<file path="config.mk">
export PLATFORM = sky130hd
export DESIGN_NAME = pwm_modulator
export DESIGN_NICKNAME = d
export VERILOG_FILES = /design/src/rtl/modulator_pkg.sv /design/src/rtl/tick_gen.sv /design/src/rtl/pwm_modulator.sv
export SDC_FILE = /design/constraint.sdc
export NUM_CORES = 1
export LEC_CHECK = 0
export BUFFER_PORTS_ARGS = -buffer_cell sky130_fd_sc_hd__buf_4
export CAP_MARGIN = 20
export CORE_ASPECT_RATIO = 0.9
export CORE_UTILIZATION = 56
export DETAILED_ROUTE_END_ITERATION = 6
export HOLD_SLACK_MARGIN = 0.03
export PLACE_DENSITY = 0.89
export SLEW_MARGIN = 20
export SYNTH_ARGS = -nofsm -noshare
export SYNTH_HDL_FRONTEND = slang
export SYNTH_SLANG_ARGS = --single-unit
</file>
<file path="constraint.sdc">
create_clock -name clk_i -period 1.84 [get_ports clk_i]
set_clock_uncertainty 0.05 [all_clocks]
set_input_delay 0.092 -clock clk_i [delete_from_list [all_inputs] [get_ports clk_i]]
set_output_delay 0.092 -clock clk_i [all_outputs]
set_load 0.01 [all_outputs]
</file>
<file path="src/rtl/modulator_pkg.sv">
// Shared sample type for the multiplier -> PWM stream.
package modulator_pkg;

    localparam int unsigned SampleWidth = 8;

    typedef logic [SampleWidth-1:0] sample_t;

endpackage

</file>
<file path="src/rtl/tick_gen.sv">
// Prescaler: one-clock tick every Div clocks (every clock when Div == 1).
module tick_gen #(
    parameter int unsigned Div = 1
) (
    input  logic clk_i,
    input  logic rst_ni,
    output logic tick_o
);

    localparam int unsigned CntW = (Div > 1) ? $clog2(Div) : 1;
    localparam logic [CntW-1:0] Last = CntW'(Div - 1);

    logic [CntW-1:0] presc_q, presc_d;

    always_comb begin
        tick_o  = (presc_q == Last);
        presc_d = tick_o ? '0 : presc_q + 1'b1;
    end

    always_ff @(posedge clk_i or negedge rst_ni) begin
        if (!rst_ni) begin
            presc_q <= '0;
        end else begin
            presc_q <= presc_d;
        end
    end

endmodule

</file>
<file path="src/rtl/pwm_modulator.sv">
// Turns the sample stream into a PWM level; duty changes only at period wrap.
module pwm_modulator
    import modulator_pkg::*;
#(
    parameter int unsigned Width       = SampleWidth,
    parameter int unsigned PrescaleDiv = 1
) (
    input  logic             clk_i,
    input  logic             rst_ni,
    input  logic [Width-1:0] data_in_i,
    input  logic             data_in_valid_i,
    output logic             modulated_o,
    output logic             period_start_o,
    output logic             overrun_o
);

    logic             tick;
    logic             wrap;
    logic [Width-1:0] cnt_q, cnt_d;
    logic [Width-1:0] duty_q, duty_d;
    logic [Width-1:0] pending_q, pending_d;
    logic             pending_vld_q, pending_vld_d;
    logic             mod_q, mod_d;
    logic             period_start_q, period_start_d;
    logic             overrun_q, overrun_d;

    tick_gen #(
        .Div(PrescaleDiv)
    ) u_tick_gen (
        .clk_i (clk_i),
        .rst_ni(rst_ni),
        .tick_o(tick)
    );

    always_comb begin
        wrap          = tick && (cnt_q == '1);
        cnt_d         = tick ? cnt_q + 1'b1 : cnt_q;
        duty_d        = duty_q;
        pending_d     = pending_q;
        pending_vld_d = pending_vld_q;

        if (wrap && pending_vld_q) begin
            duty_d        = pending_q;
            pending_vld_d = 1'b0;
        end
        // A sample arriving on the wrap clock becomes the next pending value.
        if (data_in_valid_i) begin
            pending_d     = data_in_i;
            pending_vld_d = 1'b1;
        end

        mod_d          = (cnt_q < duty_q);
        period_start_d = wrap;
        overrun_d      = data_in_valid_i && pending_vld_q && !wrap;
    end

    always_ff @(posedge clk_i or negedge rst_ni) begin
        if (!rst_ni) begin
            cnt_q          <= '0;
            duty_q         <= '0;
            pending_q      <= '0;
            pending_vld_q  <= 1'b0;
            mod_q          <= 1'b0;
            period_start_q <= 1'b0;
            overrun_q      <= 1'b0;
        end else begin
            cnt_q          <= cnt_d;
            duty_q         <= duty_d;
            pending_q      <= pending_d;
            pending_vld_q  <= pending_vld_d;
            mod_q          <= mod_d;
            period_start_q <= period_start_d;
            overrun_q      <= overrun_d;
        end
    end

    assign modulated_o    = mod_q;
    assign period_start_o = period_start_q;
    assign overrun_o      = overrun_q;

endmodule

</file>
# ---- After elaboration in Yosys (flattened, before gate mapping)
# Index checks and enable logic that the tools add are counted.
dict set report totals {
  reg_bits 29
  input_bits 11
}
dict set report op_classes {
  mux 3
  n_lt_le_gt_ge 1
  addsub 2
  n_reduce_logical 6
  bitwise 1
  n_eq_ne 1
}
# cell count
set ops {}
lappend ops {{$add A8 B1 Y8 const B} 1}
lappend ops {{$eq A8 B8 Y1 const B} 1}
lappend ops {{$lt A8 B8 Y1} 1}
lappend ops {{$logic_and A1 B1 Y1} 4}
lappend ops {{$mux W1} 3}
lappend ops {{$reduce_bool A2 Y1} 1}
lappend ops {{$add A1 B1 Y1 const B} 1}
lappend ops {{$logic_not A1 Y1} 1}
lappend ops {{$not A1 Y1} 1}

# ---- Logic depth before layout (Yosys ltp)
# Gate-level depths: netlist (run 1).
dict set report depth {
  depth_word 5
  mapped_depth 5
  depth_no_buf 5
}

# ---- Hierarchy
# A second synthesis (run 1) with hierarchy kept.
dict set report hier_totals {
  cells_unflattened 95
  area_unflattened_um2 1272.5
}
# module cells_each area_each_um2 instances seq_area_each_um2
set modules_own_cells {}
lappend modules_own_cells {pwm_modulator 93 1261.2 1 700.7}
lappend modules_own_cells {tick_gen 2 11.3 1 0.0}

# ---- Worst setup path after synthesis (run 1)
# OpenSTA, ideal clock, no wires.
dict set report synth_timing {
  kind {register -> register}
  startpoint {register cnt_q[0]}
  endpoint {register duty_q[0]}
  path_stages_with_launch 6
  t_required_ps 1665
  synth_period_minus_slack_ps 1511
  slack_ps 329
  setup_time_ps 125
  arrival_ps 1336
  cell_sequence {dfrtp_1 ha_1 and3_1 buf_6 nand4_4 mux2_2}
}
dict set report synth_between {
  elab_chain_len 3
}
# item line
set synth_lines {}
lappend synth_lines {{start, declared} pwm_modulator.sv:19} ;# logic [Width-1:0] cnt_q, cnt_d;
lappend synth_lines {{start signal, assigned} pwm_modulator.sv:67} ;# cnt_q <= cnt_d;
lappend synth_lines {{$eq A8 B8 Y1} pwm_modulator.sv:36} ;# wrap = tick && (cnt_q == '1);
lappend synth_lines {{$logic_and A1 B1 Y1} pwm_modulator.sv:36}
lappend synth_lines {{$logic_and A1 B1 Y1} pwm_modulator.sv:42} ;# if (wrap && pending_vld_q) begin
lappend synth_lines {{end signal, assigned} pwm_modulator.sv:68} ;# duty_q <= duty_d;
lappend synth_lines {{end, declared} pwm_modulator.sv:20} ;# logic [Width-1:0] duty_q, duty_d;
# Every way passes these cells.
# A chain may end at the register's enable or synchronous reset.

# ---- Worst setup path after layout (run 1)
dict set report layout_timing {
  startpoint {register cnt_q[0]}
  endpoint {register duty_q[2]}
}
# The elaborated chain is that of the path after synthesis.

==> metrics, run 1 <==
RSZ-0062 raised after global routing=no; htree depth=1; Max-slew headroom=0.7761; die width=51.28 um; simple logic cell fraction of the synthesized area=0.07669; Startpoint Class=flop; period utilisation layout=0.8727; drt initial violations=7; first-pass GRT wire length=between 3 and 4 mm; via/cell ratio=between 5 and 6; Final Instance Area=approximately 1500 um2; Final setup viols=0; most frequent cells in the layout=dfrtp_1, mux2_2, buf_4; DIE AREA=around 2400 um2; Worst Hold Slack=~0.13 ns; Initial Util=0.6151; Final Power=roughly 1.1 mW; Tightest Pin Transition=0.3358 ns; Hold Crit Class=primary input to async pin; Worst path max stage delay=about 0.4 ns; CP Capture Type=flop; largest family of logic cells by synthesized area=multiplexers; core area=between 1500 and 2000 um2; sequential-to-total area share from yosys stat=0.5726; xor/xnor share of the synthesized area=0.04294; CTS clk-pin slew, worst paths=about 0.15 ns; pwr/cell area=750.5 nW/um2; Port-buffer cells=13; post-synthesis register bit count=28; Syn-to-layout area delta=21.78%; clk root buf=clkbuf_4; I/O pins=14; total CTS buffers=3; Final Max Slew Viols=0; peak supply drop=roughly 0.0006 V; Die H=46.35 um; adder-cell area share of the yosys netlist=0.08180; final routed DRC violation total=0; final hold vios=0; max cap viols=0; overall routed net length=between 2 and 2.5 mm; Total GRT Usage=0.2170; GRT overflow=0; number of fill cells in the layout=roughly 140; Final Net Count=roughly 140; CP Max Fanout=8; pin count of the biggest net entering global routing=29; Row Count=15; Tmin final=1.606 ns; setup TNS=0 ns; mapped cell area=about 1200 um2; CP Cell Sequence=ha_1, and3_1, nand4_4, mux2_4; critical setup path kind=flop to flop; post-DP HPWL=1.470 mm; drt wl/cell=15.52 um; initial antenna violation count=0; vias in the first global route=786; arrival time at the worst endpoint=between 1.5 and 2 ns; total setup buffers inserted after CTS=0; clock sinks=28; share of cells above drive strength 1=0.2931; TritonCTS clock tree=done; antenna cells=0; Gate Count Post-Synth=91; syn avg cell area=roughly 13 um2; Final ANT Viol Nets=0; Yosys cell types=19; syn_nets=between 100 and 150; warnings from Yosys=0; most common cell after layout, fill and taps aside=dfrtp_1; slowest stage cell, crit path=dfrtp_1; Synth Area in Compound Gates=0.03272; DRT Pass-1 Iters=4; worst skew pair latency=around 0.33 ns; placed cell area=1338 um2; mux share of post-synthesis cell area=0.1534; vias post-DR=around 760; Leak=0.7252 nW; Largest delay share family, worst path=simple AND/OR/NAND/NOR gates; placed insts=127; gp weighted congestion=a little under 0.8; run status=completed; critical path required time=2.03 ns; FMAX=622.8 MHz; clock buffer depth=2; crit path buf inv count=0; Non-Filler Instances=between 100 and 150
[stage by stage]
step / util / setup WS [ns]
after floorplan: - / 0.3291
after global placement: 0.6723 / 0.3180
after detailed placement: 0.6723 / 0.2314
after CTS: 0.7491 / 0.2112
after global routing: 0.7491 / 0.1191
final: 0.7491 / 0.2343
[final cells by class]
class,instances,area (um2),share of cell area
Clock inverter,1,30.03,0.02015
Inverter,9,33.78,0.02267
Sequential cell,28,700.7,0.4702
Tap cell,25,31.28,0.02099
Multi-Input combinational cell,52,474.2,0.3182
Clock buffer,3,22.52,0.01511
Timing Repair Buffer,23,197.7,0.1327
[sequential cells by signal, summed over array words and instances, names as in the netlist]
name,flops
overrun_o,1
cnt_q,8
duty_q,8
period_start_o,1
pending_q,8
pending_vld_q,1
modulated_o,1
[cell families after synthesis]
family	count (synthesis)
XOR/XNOR	6
flip-flops	28
adder cells (fa/ha/maj)	8
AO/OA/AOI/OAI	7
buffers and inverters	11
multiplexers	16
AND/OR/NAND/NOR	15
[cell usage after synthesis, drive strengths merged]
master | number | area, um2
nand3 | 6 | 30.03
and3 | 4 | 25.02
mux2 | 16 | 187.7
nor2 | 1 | 3.750
clkbuf | 1 | 3.750
ha | 8 | 100.1
a21o | 1 | 7.510
o211ai | 1 | 7.510
o21ai | 1 | 5.000
nand4 | 1 | 21.27
buf | 1 | 11.26
nand2 | 2 | 7.510
xor2 | 3 | 26.28
nor2b | 1 | 6.260
dfrtp | 28 | 700.7
xnor2 | 3 | 26.28
a21oi | 4 | 20.02
inv | 9 | 33.78
[path summary, 6_finish.rpt]
path                          start         to  cells after the start  slack (ns)
max                        cnt_q[0]  duty_q[2]                      4        0.23
min                          rst_ni   cnt_q[6]                      2        0.13
max reg2reg                cnt_q[0]  duty_q[2]                      4        0.23
min reg2reg                cnt_q[0]   cnt_q[0]                      1        0.43
max in group asynchronous    rst_ni  duty_q[6]                      2        1.36
min in group clk_i         cnt_q[0]   cnt_q[0]                      1        0.43
[report_power, final]
group	internal (mW)	switching (mW)	total, mW
Clock	0.221	0.182	0.403
Sequential	0.634	0.00962	0.644
Combinational	0.0449	0.0270	0.0719
[repair_timing]
action,4_1_cts,5_1_grt
gates resized for setup,0,0
hold endpoints to repair,37,0
hold buffers,10,0
[layer usage]
layer	global-route usage	routed length, um
met1	0.2115	846
met2	0.4368	1208
met3	0.06271	85
met4	0.08108	48
met5	0	0
Power figures use the tool's default switching activity.
==> inputs of run 2 (changes only) <==
--- a/config.mk
+++ b/config.mk
@@ -15,4 +15,5 @@
 export SLEW_MARGIN = 20
 export SYNTH_ARGS = -nofsm -noshare
 export SYNTH_HDL_FRONTEND = slang
+export SYNTH_HIERARCHICAL = 1
 export SYNTH_SLANG_ARGS = --single-unit
==> run 2 against run 1 <==
Clock power decreased by 27%. Die area increased by 3.8%. Area after synthesis increased by 4.0%. Sequential power increased by 34%. Combinational power increased to 6.0 times the previous value. Fmax decreased by 1.3%. Worst setup slack got worse by 0.022 ns. Utilization increased by 0.40 points. Via count increased by 5.8%. Critical path depth unchanged. Non-clock buffer count unchanged.
==> metrics, run 2 <==
vias post-DR=approximately 800; critical path required time=slightly above 2 ns; Top Registers=cnt_q x8, duty_q x8, pending_q x8; Synth top area share=0.5506; RSZ-0062 raised after global routing=no; Initial Util=0.6278; run status=completed; pin count of the biggest net entering global routing=29; Tmin final=between 1.5 and 2 ns; arrival time at the worst endpoint=approximately 1.8 ns; Largest delay share family, worst path=flip-flops; first-pass GRT wire length=3.705 mm; FMAX=~610 MHz; Gate Count Post-Synth=95; synth top area cells=dfrtp_1, mux2_2, ha_1, xnor2_1, inv_1; core area=2027 um2; Final ANT Viol Nets=0; via/cell ratio=~5.5; post-DP HPWL=roughly 1.6 mm; top_reg_cell synth=dfrtp_1; share of cells above drive strength 1=0.3167; Startpoint Class=flop; DIE AREA=~2500 um2; overall routed net length=between 2 and 2.5 mm; post-synthesis register bit count=28; critical setup path kind=flop to flop; setup TNS=0 ns; gp weighted congestion=about 0.85; Hold Crit Class=primary input to async pin; mux share of post-synthesis cell area=0.1563; fin util=0.7531; R2R depth=4; largest family of logic cells by synthesized area=multiplexers; pwr/cell area=1041 nW/um2; clk root buf=clkbuf_4; Syn-to-layout area delta=19.96%; crit path buf inv count=0; post-synthesis async set-or-reset flop share=1.000; vias in the first global route=~810; CP startpoint=cnt_q[0]; TritonCTS clock tree=done; DRT Pass-1 Iters=4; Final setup viols=0; adder-cell area share of the yosys netlist=0.07866; Synth Area in Compound Gates=0.04425; simple logic cell fraction of the synthesized area=0.08358; clock sinks=28; die width=around 52 um; syn avg cell area=~13 um2; EDFF count, synth=0; count leader, synth=dfrtp_1; Row Count=15; CP Max Fanout=8; drt initial violations=15; max cap viols=0; most frequent cells in the layout=dfrtp_1, mux2_2, buf_4; worst skew pair latency=approximately 0.33 ns; Non-Filler Instances=~150; sequential-to-total area share from yosys stat=0.5506; slowest stage cell, crit path=dfrtp_1; drt wl/cell=15.16 um; Yosys cell types=25; most common cell after layout, fill and taps aside=dfrtp_1; CTS clk-pin slew, worst paths=approximately 0.14 ns; GRT overflow=0; htree depth=1; Leak=about 0.71 nW; CTS resizes=0; Post-synth top cells=dfrtp_1, mux2_2, inv_1; antenna cells=0; period utilisation layout=0.8844; xor/xnor share of the synthesized area=0.04818; worst r2r dst=duty_q[1]; initial antenna violation count=0; CP Cell Sequence=ha_1, and3_1, nand3_4, mux2_2; Final Max Slew Viols=0; Final Net Count=140; I/O pins=14; R2R setup slack=between 0.2 and 0.25 ns; Die H=47.22 um; CP Capture Type=flop; cell taking the most area after synthesis=dfrtp_1; Total GRT Usage=0.2234; clock buffer depth=2; syn_nets=114; mapped cell area=around 1300 um2; Worst path max stage delay=0.48 ns; CP endpoint=duty_q[1]; total CTS buffers=3; warnings from Yosys=6; FF-to-FF Start=cnt_q[0]; Port-buffer cells=13; placed insts=approximately 130; final hold vios=0; final routed DRC violation total=0; Worst path depth=4; peak supply drop=between 0.0009 and 0.001 V
[run 2: cell types whose count changed after synthesis, sizes merged, moves of 2 or more]
| cell | delta |
|---|---|
| nand4 | +4 |
| a21o | +2 |
| a21oi | -3 |
| xor2 | -2 |
| nand3 | -5 |
| xnor2 | +3 |
| and3 | -2 |
[run 2: logic make-up after synthesis]
group	count (synthesis)
other cells	1
fa+ha+maj	8
simple gates	15
flops	28
compound gates	8
xor+xnor	7
buf+inv	11
mux	17
[run 2: cell type report]
| type | count | area (um2) |
|---|---|---|
| Multi-Input combinational cell | 56 | 526.8 |
| Sequential cell | 28 | 700.7 |
| Timing Repair Buffer | 23 | 197.7 |
| Tap cell | 25 | 31.28 |
| Inverter | 9 | 33.78 |
| Fill cell | 135 | 500.5 |
| Clock buffer | 4 | 36.28 |
[run 2: power breakdown]
group | internal [mW] | leakage [nW] | switching (mW) | total (mW)
registers | 0.725 | 0.349 | 0.139 | 0.864
logic | 0.237 | 0.337 | 0.192 | 0.429
clock network | 0.121 | 0.0210 | 0.174 | 0.295
[run 2: how the worst min path moves through the flow]
stage	slack, ns	cells past startpoint	from	end
6_report	0.14	2	rst_ni	cnt_q[6]
2_1_floorplan	-0.25	0	rst_ni	cnt_q[0]
5_1_grt	0.16	2	rst_ni	cnt_q[6]
3_5_place_dp	-0.02	1	rst_ni	cnt_q[6]
3_3_place_gp	-0.03	1	rst_ni	cnt_q[5]
4_1_cts	0.15	2	rst_ni	cnt_q[3]
[run 2: worst register-to-register path, cell delays in order (launching register included)]
cell and delay, ns:
dfrtp_1 0.48, ha_1 0.29, and3_1 0.19, nand3_4 0.17
mux2_2 0.36
[run 2: metrics by stage]
step | hold WS (ns) | setup WS [ns] | power, mW | instance area, um2
2_1_floorplan | -0.2536 | 0.3642 | 1.143 | 1272
3_3_place_gp | -0.03046 | 0.3237 | 1.243 | 1390
3_5_place_dp | -0.02408 | 0.2287 | 1.293 | 1390
4_1_cts | 0.1464 | 0.2076 | 1.602 | 1526
5_1_grt | 0.1574 | 0.1441 | 1.701 | 1526
6_report | 0.1387 | 0.2127 | 1.589 | 1526
[run 2: per-layer routing]
metal | up-vias | wire length, um | track usage
met5 | - | 0 | 0
met4 | 0 | 40 | 0.1000
met3 | 6 | 65 | 0.06149
met2 | 20 | 1190 | 0.4000
met1 | 399 | 902 | 0.2558
li1 | 378 | - | -
[run 2: what timing repair did]
action	4_1_cts	5_1_grt
setup buffers	0	0
setup endpoints to repair	0	0
hold buffers	10	0
endpoints found under the hold margin	37	0
